[src/rtl/ram_access_arbiter.sv]
// Clear-sweep sequencer and round-robin write/read arbiter for a single-port, read-first,
// two-stage-registered line-buffer RAM. Define RAM_ARB_FUSE_EN to merge same-address write+read.
module ram_access_arbiter #(
    parameter int                    DATA_WIDTH   = 4,
    parameter int                    RAM_DEPTH    = 5,
    parameter logic [DATA_WIDTH-1:0] INIT_VALUE   = '0,
    localparam int                   ADDRESS_BITS = (RAM_DEPTH > 1) ? $clog2(RAM_DEPTH) : 1
) (
    input  logic                    clk,
    input  logic                    rst_n,
    input  logic                    wr_valid,
    output logic                    wr_ready,
    input  logic [ADDRESS_BITS-1:0] wr_addr,
    input  logic [DATA_WIDTH-1:0]   wr_data,
    input  logic                    rd_req_valid,
    output logic                    rd_req_ready,
    input  logic [ADDRESS_BITS-1:0] rd_req_addr,
    output logic                    rd_resp_valid,
    output logic [DATA_WIDTH-1:0]   rd_resp_data,
    output logic                    init_done,
    output logic                    addr_err,
    output logic                    ram_en,
    output logic                    ram_we,
    output logic [ADDRESS_BITS-1:0] ram_addr,
    output logic [DATA_WIDTH-1:0]   ram_di,
    input  logic [DATA_WIDTH-1:0]   ram_do
);

    localparam logic [ADDRESS_BITS-1:0] LAST_ADDR = ADDRESS_BITS'(RAM_DEPTH - 1);
    localparam logic [ADDRESS_BITS:0]   DEPTH_W   = (ADDRESS_BITS + 1)'(RAM_DEPTH);

    typedef enum logic {ST_INIT, ST_RUN} state_t;

    state_t                  r_state;
    state_t                  w_state_nxt;
    logic [ADDRESS_BITS-1:0] r_init_cnt;
    logic                    r_ptr_rd;
    logic [2:0]              r_tag_vld;
    logic [2:0]              r_tag_err;
    logic                    r_init_done;
    logic                    r_addr_err;
    logic                    r_ram_en;
    logic                    r_ram_we;
    logic [ADDRESS_BITS-1:0] r_ram_addr;
    logic [DATA_WIDTH-1:0]   r_ram_di;

    logic w_run;
    logic w_wr_ready;
    logic w_rd_ready;
    logic w_wr_oor;
    logic w_rd_oor;
    logic w_fuse;
    logic w_wr_go;
    logic w_rd_go;

    assign w_wr_oor = ({1'b0, wr_addr} >= DEPTH_W);
    assign w_rd_oor = ({1'b0, rd_req_addr} >= DEPTH_W);

`ifdef RAM_ARB_FUSE_EN
    assign w_fuse = (wr_addr == rd_req_addr) & ~w_wr_oor;
`else
    assign w_fuse = 1'b0;
`endif

    always_ff @(posedge clk or negedge rst_n) begin
        if (!rst_n) r_state <= ST_INIT;
        else        r_state <= w_state_nxt;
    end

    always_comb begin
        w_state_nxt = r_state;
        if (r_state == ST_INIT && r_init_cnt == LAST_ADDR) w_state_nxt = ST_RUN;
    end

    // Readies look only at the other port's valid, so neither handshake loops on itself.
    always_comb begin
        w_run      = (r_state == ST_RUN);
        w_wr_ready = w_run & (~rd_req_valid | ~r_ptr_rd | w_fuse);
        w_rd_ready = w_run & (~wr_valid | r_ptr_rd | w_fuse);
    end

    assign w_wr_go = wr_valid & w_wr_ready;
    assign w_rd_go = rd_req_valid & w_rd_ready;

    always_ff @(posedge clk or negedge rst_n) begin
        if (!rst_n) begin
            r_init_cnt <= '0;
            r_ptr_rd   <= 1'b0;
        end else begin
            if (!w_run) r_init_cnt <= r_init_cnt + 1'b1;
            if (wr_valid & rd_req_valid & w_run & ~w_fuse) r_ptr_rd <= ~r_ptr_rd;
        end
    end

    always_ff @(posedge clk or negedge rst_n) begin
        if (!rst_n) begin
            r_tag_vld   <= '0;
            r_tag_err   <= '0;
            r_init_done <= 1'b0;
            r_addr_err  <= 1'b0;
            r_ram_en    <= 1'b0;
            r_ram_we    <= 1'b0;
            r_ram_addr  <= '0;
            r_ram_di    <= '0;
        end else begin
            r_ram_en    <= 1'b1;
            r_init_done <= (w_state_nxt == ST_RUN);
            r_tag_vld   <= {r_tag_vld[1:0], w_rd_go};
            r_tag_err   <= {r_tag_err[1:0], w_rd_go & w_rd_oor};
            r_addr_err  <= r_addr_err | (w_wr_go & w_wr_oor) | (w_rd_go & w_rd_oor);
            if (!w_run) begin
                r_ram_we   <= 1'b1;
                r_ram_addr <= r_init_cnt;
                r_ram_di   <= INIT_VALUE;
            end else if (w_wr_go) begin
                // A fused read rides on this access; the read-first RAM returns the old word.
                r_ram_we   <= ~w_wr_oor;
                r_ram_addr <= wr_addr;
                r_ram_di   <= wr_data;
            end else if (w_rd_go) begin
                r_ram_we   <= 1'b0;
                r_ram_addr <= rd_req_addr;
            end else begin
                r_ram_we   <= 1'b0;
            end
        end
    end

    assign wr_ready      = w_wr_ready;
    assign rd_req_ready  = w_rd_ready;
    assign rd_resp_valid = r_tag_vld[2];
    assign rd_resp_data  = (r_tag_vld[2] & ~r_tag_err[2]) ? ram_do : '0;
    assign init_done     = r_init_done;
    assign addr_err      = r_addr_err;
    assign ram_en        = r_ram_en;
    assign ram_we        = r_ram_we;
    assign ram_addr      = r_ram_addr;
    assign ram_di        = r_ram_di;

endmodule

[config.mk]
export PLATFORM = sky130hd
export DESIGN_NAME = ram_access_arbiter
export DESIGN_NICKNAME = d
export VERILOG_FILES = /design/src/rtl/ram_access_arbiter.sv
export SDC_FILE = /design/constraint.sdc
export NUM_CORES = 1
export LEC_CHECK = 0
export ABC_AREA = 1
export BUFFER_PORTS_ARGS = -buffer_cell sky130_fd_sc_hd__buf_4
export CORE_UTILIZATION = 46
export DETAILED_ROUTE_END_ITERATION = 8
export MAX_ROUTING_LAYER = met4
export PLACE_DENSITY = 0.72
export SETUP_SLACK_MARGIN = 0.3
export SLEW_MARGIN = 20
export SYNTH_ARGS = -nofsm -noshare
export SYNTH_HDL_FRONTEND = slang
export SYNTH_SLANG_ARGS = --single-unit
[constraint.sdc]
create_clock -name clk -period 1.6 [get_ports clk]
set_input_delay 0.32 -clock clk [delete_from_list [all_inputs] [get_ports clk]]
set_output_delay 0.32 -clock clk [all_outputs]
set_load 0.1 [all_outputs]
# Word level (Yosys, flattened, before mapping)
# Cells that the tools add are included.
# word_totals
reg_bits,21
inputBits,18
out_inout_bits,18
word_cells,44
# op_classes
addsub,1
n_lt_le_gt_ge,2
n_eq_ne,3
mux,8
bitwise,19
reduce_logical,1
# ops
op,count
$mux W4,3
$and A1 B1 Y1,9
$mux W3,3
$ge A3 B3 Y1 const B,2
$not A1 Y1,6
$or A1 B1 Y1,4
$add A3 B1 Y3 const B,1
$eq A3 B3 Y1 const B,1
$ne A3 B1 Y1 const B,1
$mux W1,2
$ne A2 B1 Y1 const B,1
$logic_and A1 B1 Y1,1

# Longest topological paths before layout
# depth
word_depth,7
depth_mapped,8
depth_no_buf,8

# Worst setup path after synthesis
# Ideal clock, no wire load.
# synth_timing
kind,register to output
from,register init_done (netlist name)
to,output port rd_req_ready
t_arrival_ns,2.751
required_ns,1.280
slack_ns,-1.471
stages_incl_launch_ff,3
path_buffers,0
cell_sequence,dfrtp_1 > inv_2 > a21oi_1
# synth_rtl
element,line_no,rtl
to (decl),16,"output logic rd_req_ready,"

==> key figures <==
Floorplan
  – Die area: 2200 um^2
  – Row count: 15
  – Initial Util: 51.4%
  – Die width: 46.9 um
  – Core Footprint: 1800 um^2
  – Die Span Y: 46.9 um
  – IO Pins: 36

Drt
  – DRT Wirelength: 2240 um
  – WL per Instance: 12.9 um
  – Metal2 WL: 1150 um
  – Via count: 836
  – Iter 0 DRT Violations: 6
  – Antenna Violating Nets Remaining: 0
  – Met3 WL: 141 um
  – Drt first pass iters: 4
  – Via-per-instance ratio: 4.80
  – Max layer used: met4
  – Met1 wire length: 906 um
  – Detailed-route DRC error count: 0

Worst setup path
  – Slowest library cell on the worst path: dfrtp_4
  – Element type at the critical path end: primary output
  – Worst EP required: 1.28 ns
  – R2R depth: 7
  – Reg2reg setup slack: 0.26 ns
  – Cell family with most CP delay: flip-flops
  – Worst Setup Path Type: flop to primary output
  – CP startpoint kind: flop
  – Data arrival, critical path: 1.16 ns
  – End of the worst register-to-register path: ram_addr[0]
  – Crit-path cells: inv_8 -> a21oi_4 -> buf_12
  – Slowest stage delay, CP: 0.48 ns
  – Worst reg2reg startpoint: r_ptr_rd
  – CP Max Fanout: 4
  – WP buf/inv: 2

Synth
  – Synth area leader: dfrtp_1
  – #FFs+latches synth: 21
  – YS warnings: 0
  – Top cell type's share of synthesized area: 56.8%
  – Net count after synthesis: 125
  – Synthesized area: 926 um^2
  – Mean Syn Cell Area: 8.82 um^2
  – Area contributors post-synth: dfrtp_1 57%, nand2_1 11%, inv_1 8.1%
  – Top-count cell post-synth: nand2_1
  – Primary FF master, synth: dfrtp_1
  – Commonest cells post-synth: 28 x nand2_1, 21 x dfrtp_1, 20 x inv_1
  – Synth Instances: 105
  – Post-synth EDFFs: 0
  – Netlist cell types: 16
  – Synth async-reset ratio: 100%
  – Sequential share of the synthesized area: 56.8%

Global route
  – First-pass GRT wire length: 3330 um
  – Vias in the first global route: 805
  – Initial antenna violation count: 0
  – Pin count of the biggest net entering global routing: 22
  – Global Route Usage Sum: 23.5%
  – Gr ovfl total: 0

Timing
  – RSZ-0062 raised after global routing: true
  – Final setup fails: 0
  – Endpoints failing hold: 0
  – Final WS setup: 0.121 ns
  – Post-route minimum period: 1.48 ns
  – Peak Freq: 0.676 GHz
  – Setup_tns: 0 ns
  – Final period util: 92.4%
  – Max-slew violations: 0
  – Worst Clk Skew: 0.0103 ns

Place
  – Dpl ws: 0.263 ns
  – DP Cell Count: 166
  – Hpwl dp: 1510 um
  – Gpl congestion: 0.803
  – Buffers on Ports: 35
  – Post-placement cell area: 1310 um^2

Clock tree
  – Total CTS buffers: 3
  – CTS tree: built
  – Clock buffer depth: 2
  – Clk_lat worst skew: 0.30 ns
  – H-tree depth: 1
  – CTS Root Cell: clkbuf_4
  – Reg clk slew, reported paths: 0.12 ns
  – Clock Sink Count: 21

Layout
  – Combined area of the multi-input logic cells: 407 um^2
  – N_diodes: 0
  – Ratio of cells with drive above 1 in the final layout: 43.0%
  – Fillers: 115
  – Final non-filler cell total: 174
  – Synthesis-to-layout area growth: 62.8%
  – Fin area: 1510 um^2
  – Register area: 533 um^2
  – Final nets: 170

Worst hold path
  – Hold crit path type: input pin to flop
  – Worst hold stages: 2
  – Hold Path Origin: wr_data[3]
  – Hold Crit Endpoint: ram_di[3]

Power
  – VDD IR max: 825 uV
  – Power per cell area: 1020 nW/um^2
  – Leak: 0.775 nW

Status
  – Status: complete, no violations

Flow run
  – MaxCap Viol Count: 0
-- cell families after synthesis --
group,count (synthesis),share of synthesized area (%)
adders and majority gates,2,2.70
buffers and inverters,21,8.51
AOI/OAI and AO/OA,12,9.32
other,1,0.405
and+or+nand+nor,47,21.4
DFF,21,56.8
xor gates and xnor gates,1,0.946
-- routing by layer --
| metal | vias up | global-route usage (%) |
|---|---|---|
| met5 | - | - |
| met4 | 0 | 12.0 |
| met3 | 4 | 4.62 |
| met2 | 30 | 40.3 |
| met1 | 394 | 25.6 |
| li1 | 408 | - |
-- layout by cell type (no fill, tap or decap), drive strengths merged --
cell | Yosys | final
o21ai | 4 | 4
dfrtp | 21 | 21
ha | 2 | 2
nand3 | 5 | 5
conb | 1 | 1
clkbuf | 0 | 4
nor2 | 13 | 13
a21oi | 4 | 4
nand2 | 29 | 29
inv | 21 | 21
dlygate4sd3 | 0 | 1
xor2 | 1 | 1
buf | 0 | 39
a22o | 4 | 4
-- worst max-delay path by stage --
stage                     cells past startpoint  slack, ns          from            to
after global placement                        5       0.30  rd_req_valid      wr_ready
after floorplan                               2     -0.006     init_done  rd_req_ready
final                                         3       0.12     init_done  rd_req_ready
after global routing                          4       0.07      r_ptr_rd      wr_ready
after detailed placement                      5       0.26  rd_req_valid      wr_ready
after CTS                                     3       0.12     init_done  rd_req_ready
-- per-stage QoR --
stage	power (mW)	util (%)	hold WS, ns
after floorplan	1.06	-	0.0244
after global placement	1.20	72.6	0.214
final	1.54	83.7	0.252
after global routing	1.59	83.7	0.242
after CTS	1.50	81.0	0.247
after detailed placement	1.21	72.6	0.215
-- repair_timing --
item	4_1_cts	5_1_grt
hold buffers	1	0
resized for setup	25	14
pin swaps	3	3
setup endpoints to repair	9	20
setup buffers	3	0
hold endpoints to repair	21	0
cloned	0	0
-- power by group --
part           switching (mW)  internal (mW)
Sequential             0.0335          0.578
Clock                   0.155         0.0972
Combinational           0.474          0.200
-- registers in the layout, indices dropped and copies added, names as in the netlist --
name        count
ram_di          4
r_init_cnt      3
r_tag_err       3
r_tag_vld       3
ram_addr        3
addr_err        1
init_done       1
r_ptr_rd        1
ram_en          1
ram_we          1
-- layout make-up --
class,instances,share of cell area (%)
clock buffer,4,1.74
inverter,21,5.73
multi-input combinational,63,27.0
sequential,21,35.4
tap,25,2.07
timing repair buffer,40,28.1
Power figures use the tool's default switching activity.
